### config.mk
export PLATFORM = sky130hd
export DESIGN_NAME = wb_cpu_master
export DESIGN_NICKNAME = d
export VERILOG_FILES = /design/src/rtl/wb_cpu_master.sv
export SDC_FILE = /design/constraint.sdc
export NUM_CORES = 1
export LEC_CHECK = 0
export CAP_MARGIN = 25
export CELL_PAD_IN_SITES_DETAIL_PLACEMENT = 1
export CELL_PAD_IN_SITES_GLOBAL_PLACEMENT = 1
export CORE_MARGIN = 1.5
export CORE_UTILIZATION = 34
export CTS_BUF_LIST = sky130_fd_sc_hd__clkbuf_4 sky130_fd_sc_hd__clkbuf_8
export CTS_CLUSTER_SIZE = 25
export DETAILED_ROUTE_END_ITERATION = 10
export PLACE_DENSITY_LB_ADDON = 0.1
export SLEW_MARGIN = 20
export SYNTH_ARGS = -nofsm -noshare
export SYNTH_HDL_FRONTEND = slang
export SYNTH_SLANG_ARGS = --single-unit
### constraint.sdc
create_clock -name i_clk -period 7.62 [get_ports i_clk]
set_clock_uncertainty 0.1 [all_clocks]
set_input_delay 0.762 -clock i_clk [delete_from_list [all_inputs] [get_ports i_clk]]
set_output_delay 0.762 -clock i_clk [all_outputs]
set_load 0.01 [all_outputs]
### src/rtl/wb_cpu_master.sv
// Wishbone classic single-beat master front-end for one CPU port (fetch or load/store).
// Optional bus timeout abort is compiled in with `define WB_CPU_MASTER_TIMEOUT_EN.
module wb_cpu_master #(
    parameter int AW      = 32,
    parameter int DW      = 32,
    parameter int TIMEOUT = 255
) (
    input  logic              i_clk,
    input  logic              i_rst,
    input  logic              i_req,
    input  logic              i_we,
    input  logic [AW-1:0]     i_addr,
    input  logic [DW-1:0]     i_wdata,
    input  logic [DW/8-1:0]   i_be,
    output logic              o_ready,
    output logic              o_done,
    output logic              o_err,
    output logic [DW-1:0]     o_rdata,
    output logic              o_wb_cyc,
    output logic              o_wb_stb,
    output logic              o_wb_we,
    output logic [AW-1:0]     o_wb_adr,
    output logic [DW-1:0]     o_wb_dat,
    output logic [DW/8-1:0]   o_wb_sel,
    input  logic              i_wb_ack,
    input  logic              i_wb_err,
    input  logic [DW-1:0]     i_wb_dat
);

    localparam int SW = DW / 8;

    typedef enum logic {
        IDLE = 1'b0,
        BUS  = 1'b1
    } state_e;

    state_e          state_q, state_d;
    logic            ready_en_q;
    logic            we_q;
    logic [AW-1:0]   adr_q;
    logic [DW-1:0]   dat_q;
    logic [SW-1:0]   sel_q;
    logic            done_q, done_d;
    logic            err_q, err_d;
    logic [DW-1:0]   rdata_q, rdata_d;
    logic            accept;
    logic            term;
    logic            tmo;

    // An out-of-range TIMEOUT leaves this empty block as an elaboration marker.
    if (TIMEOUT < 1 || TIMEOUT > 65535) begin : g_timeout_out_of_range
    end

    assign accept = i_req && o_ready;
    assign term   = (state_q == BUS) && (i_wb_ack || i_wb_err || tmo);

`ifdef WB_CPU_MASTER_TIMEOUT_EN
    localparam int CW = $clog2(TIMEOUT + 1);

    logic [CW-1:0] cnt_q, cnt_d;

    // Abort on the edge where the count would reach TIMEOUT; a real response on that edge wins.
    assign tmo = (state_q == BUS) && !i_wb_ack && !i_wb_err && (cnt_q == CW'(TIMEOUT - 1));

    always_comb begin
        cnt_d = cnt_q;
        if (accept) begin
            cnt_d = '0;
        end else if ((state_q == BUS) && !term) begin
            cnt_d = cnt_q + 1'b1;
        end
    end

    always_ff @(posedge i_clk or posedge i_rst) begin
        if (i_rst) begin
            cnt_q <= '0;
        end else begin
            cnt_q <= cnt_d;
        end
    end
`else
    assign tmo = 1'b0;
`endif

    always_ff @(posedge i_clk or posedge i_rst) begin
        if (i_rst) begin
            state_q    <= IDLE;
            ready_en_q <= 1'b0;
            done_q     <= 1'b0;
            err_q      <= 1'b0;
            rdata_q    <= '0;
        end else begin
            state_q    <= state_d;
            ready_en_q <= 1'b1;
            done_q     <= done_d;
            err_q      <= err_d;
            rdata_q    <= rdata_d;
        end
    end

    // Request capture needs no reset: it is only visible while in BUS.
    always_ff @(posedge i_clk) begin
        if (accept) begin
            we_q  <= i_we;
            adr_q <= i_addr;
            dat_q <= i_wdata;
            sel_q <= i_be;
        end
    end

    always_comb begin
        state_d = state_q;
        case (state_q)
            IDLE:    if (accept) state_d = BUS;
            BUS:     if (term)   state_d = IDLE;
            default: state_d = IDLE;
        endcase
    end

    always_comb begin
        done_d  = term;
        err_d   = err_q;
        rdata_d = rdata_q;
        if (term) begin
            err_d   = i_wb_err || tmo;
            rdata_d = (!we_q && i_wb_ack && !i_wb_err && !tmo) ? i_wb_dat : '0;
        end
    end

    always_comb begin
        o_ready  = (state_q == IDLE) && ready_en_q;
        o_wb_cyc = (state_q == BUS);
        o_wb_stb = (state_q == BUS);
        o_wb_we  = (state_q == BUS) && we_q;
        o_wb_adr = (state_q == BUS) ? adr_q : '0;
        o_wb_dat = (state_q == BUS) ? dat_q : '0;
        o_wb_sel = (state_q == BUS) ? sel_q : '0;
        o_done   = done_q;
        o_err    = err_q;
        o_rdata  = rdata_q;
    end

endmodule

== Yosys cells after proc, flatten, opt, wreduce, memory -nomap -nowiden ==
Index checks and enable logic that the tools add are counted.
Operators by class
  reductions and logical operators: 9
  multiplexer cells: 7
  bitwise logic cells: 1
Operators by type and width (count)
  2-to-1 mux 32 bit: 3
  logical AND 1 bit: 6
  2-to-1 mux 4 bit: 1
  logical NOT 1 bit: 2
  2-to-1 mux 1 bit: 2
  one-hot mux 1 bit (2 select lines): 1
  logical OR 1 bit: 1
  inverter 1 bit: 1
Storage, ports and cells
  input port bits: 106
  register bits after elaboration: 105
  output and inout bits: 106
  word-level logic and storage cells: 26

== Logic depth before layout (Yosys ltp) ==
  depth in word-level cells: 5
  depth in mapped cells: 5
  mapped depth without buffers: 2

== Worst setup path after synthesis ==
OpenSTA, ideal clock, no wires.
  path type: input to register
  from: in i_req
  to: reg adr_q[0] (enable)
  library setup time: 0.436 ns
  cell stages on the path: 1
  slack: 4.627 ns
  arrival: 2.457 ns
  data required time: 7.084 ns
  cells stage by stage: and3b_1
Between the ends
  cells in the longest elaborated chain, start to end: 1
RTL lines
  start, declared: line 10  | input logic i_req,
  logical AND 1 bit: line 54  | assign accept = i_req && o_ready;
  end signal, assigned: line 105  | adr_q <= i_addr;
  end, declared: line 40  | logic [AW-1:0] adr_q;
Every way passes these cells.
A chain may end at the register's enable or synchronous reset.

== Final worst setup path ==
  from: reg state_q, in the netlist o_wb_cyc
  to: out o_wb_dat[1]
Between the ends
  cells in the longest elaborated chain, start to end: 1
RTL lines
  start, declared: line 37  | state_e state_q, state_d;
  start signal, assigned: line 93  | state_q <= state_d;
  2-to-1 mux 32 bit: line 136  | o_wb_dat = (state_q == BUS) ? dat_q : '0;
  end, declared: line 23  | output logic [DW-1:0] o_wb_dat,
Every way passes these cells.

==> impl_summary.txt <==
----------------------------------------------------
[Yosys]
  Netlist area before placement ... approximately 4200 um^2
  Post-synthesis cell type with the largest combined area ... sky130_fd_sc_hd__edfxtp_1
  Post-Synthesis Net Count ... 389
  Avg Cell Area, Syn ... 14.8 um^2
  Number of flip-flops and latches in the synthesized netlist ... 105
  Synth area leaders ... sky130_fd_sc_hd__edfxtp_1 (49%), sky130_fd_sc_hd__dfrtp_1 (21%), sky130_fd_sc_hd__and2_1 (10%)
  Gate count after technology mapping ... 283
  Yosys Warn Count ... 0
  Synth unique cells ... 25
  Area share of the largest cell type after synthesis ... 0.494
  Sequential share of the synthesized area ... 0.709

[CTS]
  Number of buffers created by CTS ... 9
  Clock buffer depth ... 2
  CTS Hold Buffers Added ... 0
  Clk Tree Root Cell ... sky130_fd_sc_hd__clkbuf_8
  Post-CTS setup buffers ... 0
  Level count of the clock H-tree ... 3
  Clock network latency to the later pin of the worst-skew pair ... roughly 0.36 ns
  Clock edge transition at the registers on the reported setup and hold paths ... 0.09 ns
  Clock tree from TritonCTS ... yes
  CTS-repair resized insts ... 0
  Num Clock Sinks ... 105

[Power]
  Static Leak ... between 2 and 2.5 nW
  Clk pwr share ... 0.248
  Switching power ... 0.000333 W
  Areal power density over the cells ... about 200 nW/um^2
  Total power of the final layout ... 0.00130 W
  Seq pwr share ... 0.531
  Internal cell power ... between 0.0009 and 0.001 W
  Fraction of power spent switching nets ... 0.256
  Worst IR drop on VDD ... about 0.00014 V
  Combinational share of power ... 0.221

[Timing]
  Actual transition at the worst max-transition pin ... between 0.9 and 1 ns
  Time the final worst path needs with I/O delays and setup ... 3.00 ns
  Maximum clock frequency ... 0.334 GHz
  Count of final hold-check violations ... 0
  Final setup violation count ... 0
  Fin Setup TNS ... 0 ns
  Period Utilization, post-route ... 0.393
  Setup repair after global routing missed its margin ... false
  Max-slew violation count ... 0
  Relative max-transition margin ... 0.374

[Global route]
  GR Util All Layers ... 0.175
  Number of antenna violations at the first check in global routing ... 1
  Final global-route overflow total ... 0
  Global-route wire length before repair ... 17,000 um
  Via count of the first global-routing pass ... 3,233
  Largest net degree at the start of global routing ... 94

[Setup path]
  Arrival time of the worst setup path ... 2.14 ns
  Startpoint Class ... flop
  CP endpoint kind ... primary output
  Worst R2R Setup Slack ... roughly 5.3 ns
  Data required time at the worst endpoint ... 6.76 ns
  Crit Path Max Fanout ... 93
  Worst Path Class, Setup ... reg2out
  Worst R2R Start ... o_wb_cyc
  Endpoint of the lowest-slack register-to-register path ... dat_q[6]
  Number of cells on the worst reg-to-reg path ... 3

[Layout]
  Post-synthesis to final-layout area growth ... 56.8%
  Layout cell share with drive strength beyond 1 ... 0.0526
  Post-layout net count ... 595
  Final standard cell area without fillers ... about 6600 um^2
  Most frequent cells in the layout ... sky130_fd_sc_hd__clkdlybuf4s50_1 (211), sky130_fd_sc_hd__and2_1 (69), sky130_fd_sc_hd__edfxtp_1 (69)
  Most common library cell in the layout ignoring fill and taps ... sky130_fd_sc_hd__clkdlybuf4s50_1

[Route]
  Via count ... 3,009
  First drt pass iteration count ... 4
  Routed wire length ... 11,100 um
  Routed length per instance ... roughly 17 um
  DRC ... 0
  Number of antenna-violating nets in the routed design ... 0
  Iteration-0 DRC Markers ... between 100 and 150
  Number of vias per cell after detailed routing ... 4.69

[Floorplan]
  Initial standard-cell utilization of the core ... 0.349
  DIE AREA ... 13,000 um^2
  Count of pins on the block boundary ... 212
  Horizontal die dimension ... between 100 and 150 um
  Height of the die ... roughly 110 um
  Site row count ... 40
  Area inside the core boundary ... 12,000 um^2

[Hold path]
  Critical hold path startpoint ... o_wb_cyc
  Class of the most critical hold timing path ... reg2reg
  Number of cells traversed by the worst hold path ... 1
  Hold Path Sink ... o_wb_cyc

[Job]
  Max-capacitance violation count ... 0

[Outcome]
  Outcome ... complete, no violations

[Placement]
  Number of input and output port buffers inserted ... ~210
  Final weighted congestion in routability-driven placement ... 0.703
  Placed inst area ... 6390 um^2
  Half-perimeter wire length of the detailed placement result ... 7810 um

----------------------------------------------------
==> synthesized netlist by cell type (all sizes together) <==
cell,instances
buf,8
edfxtp,69
conb,1
nor2b,1
dfrtp,36
nand2,1
a22o,18
and2,69
nand2b,15
nor2,1
o21ai,1
inv,17
o311ai,15
nand3b,1
or3b,15
clkbuf,12
nor4bb,1
a21o,1
and3b,1
==> layout make-up <==
cell class	count	area [um^2]
Clock buffer	11	139
Inverter	17	63.8
Sequential cell	105	2970
Clock inverter	5	37.5
Antenna cell	1	2.50
Tap cell	147	184
Multi-Input combinational cell	141	1030
Timing Repair Buffer	215	2140
Fill cell	1225	5440
==> power groups by stage <==
stage	logic, W	clock network [W]	registers, W
after floorplan	0.0000939	0	0.000716
after global placement	0.000285	0	0.000702
after detailed placement	0.000292	0	0.000706
after CTS	0.000293	0.000341	0.000694
after global routing	0.000311	0.000362	0.000699
final	0.000288	0.000324	0.000693
==> stage by stage <==
step / setup WS [ns] / hold WS (ns) / instances / utilization
floorplan: 4.63 / 0.432 / 283 / -
global placement: 4.61 / 0.367 / 625 / 0.532
detailed placement: 4.52 / 0.377 / 625 / 0.532
CTS: 4.55 / 0.398 / 641 / 0.547
global route: 4.46 / 0.409 / 641 / 0.547
finish: 4.62 / 0.393 / 642 / 0.547
==> cell families (layout without fill, tap and decap cells) <==
kind of cell,count (synthesis),in the layout,share of synthesized area
and+or+nand+nor,105,105,0.171
AOI/OAI and AO/OA,35,35,0.0729
DFF,105,105,0.709
other,1,2,0.000895
buffers and inverters,37,248,0.0460
==> per-layer routing <==
layer  part of all wire  track usage
met5                  0            0
met4              0.019       0.0500
met3               0.12        0.108
met2               0.49        0.288
met1               0.37        0.189
==> state kept, by name, indices dropped and copies added (netlist names) <==
name,count
adr_q,32
dat_q,32
o_rdata,32
sel_q,4
o_done,1
o_err,1
o_wb_cyc,1
ready_en_q,1
we_q,1
==> worst max-delay path by stage <==
stage	startpoint	to	slack, ns	depth (start not counted)
floorplan	i_req	adr_q[0]	4.63	1
global placement	i_wb_ack	o_rdata[21]	4.61	3
detailed placement	i_wb_ack	o_rdata[22]	4.52	3
CTS	o_wb_cyc	o_wb_adr[19]	4.55	3
global route	o_wb_cyc	o_wb_dat[1]	4.46	3
finish	o_wb_cyc	o_wb_dat[1]	4.62	3
==> worst max-delay path: stages (launching register included) <==
cell and delay [ns]:
sky130_fd_sc_hd__dfrtp_2 0.36, sky130_fd_sc_hd__buf_4 0.57, sky130_fd_sc_hd__and2_1 0.23, sky130_fd_sc_hd__clkdlybuf4s50_1 0.58
No activity file was read; power rests on OpenSTA's default activity.
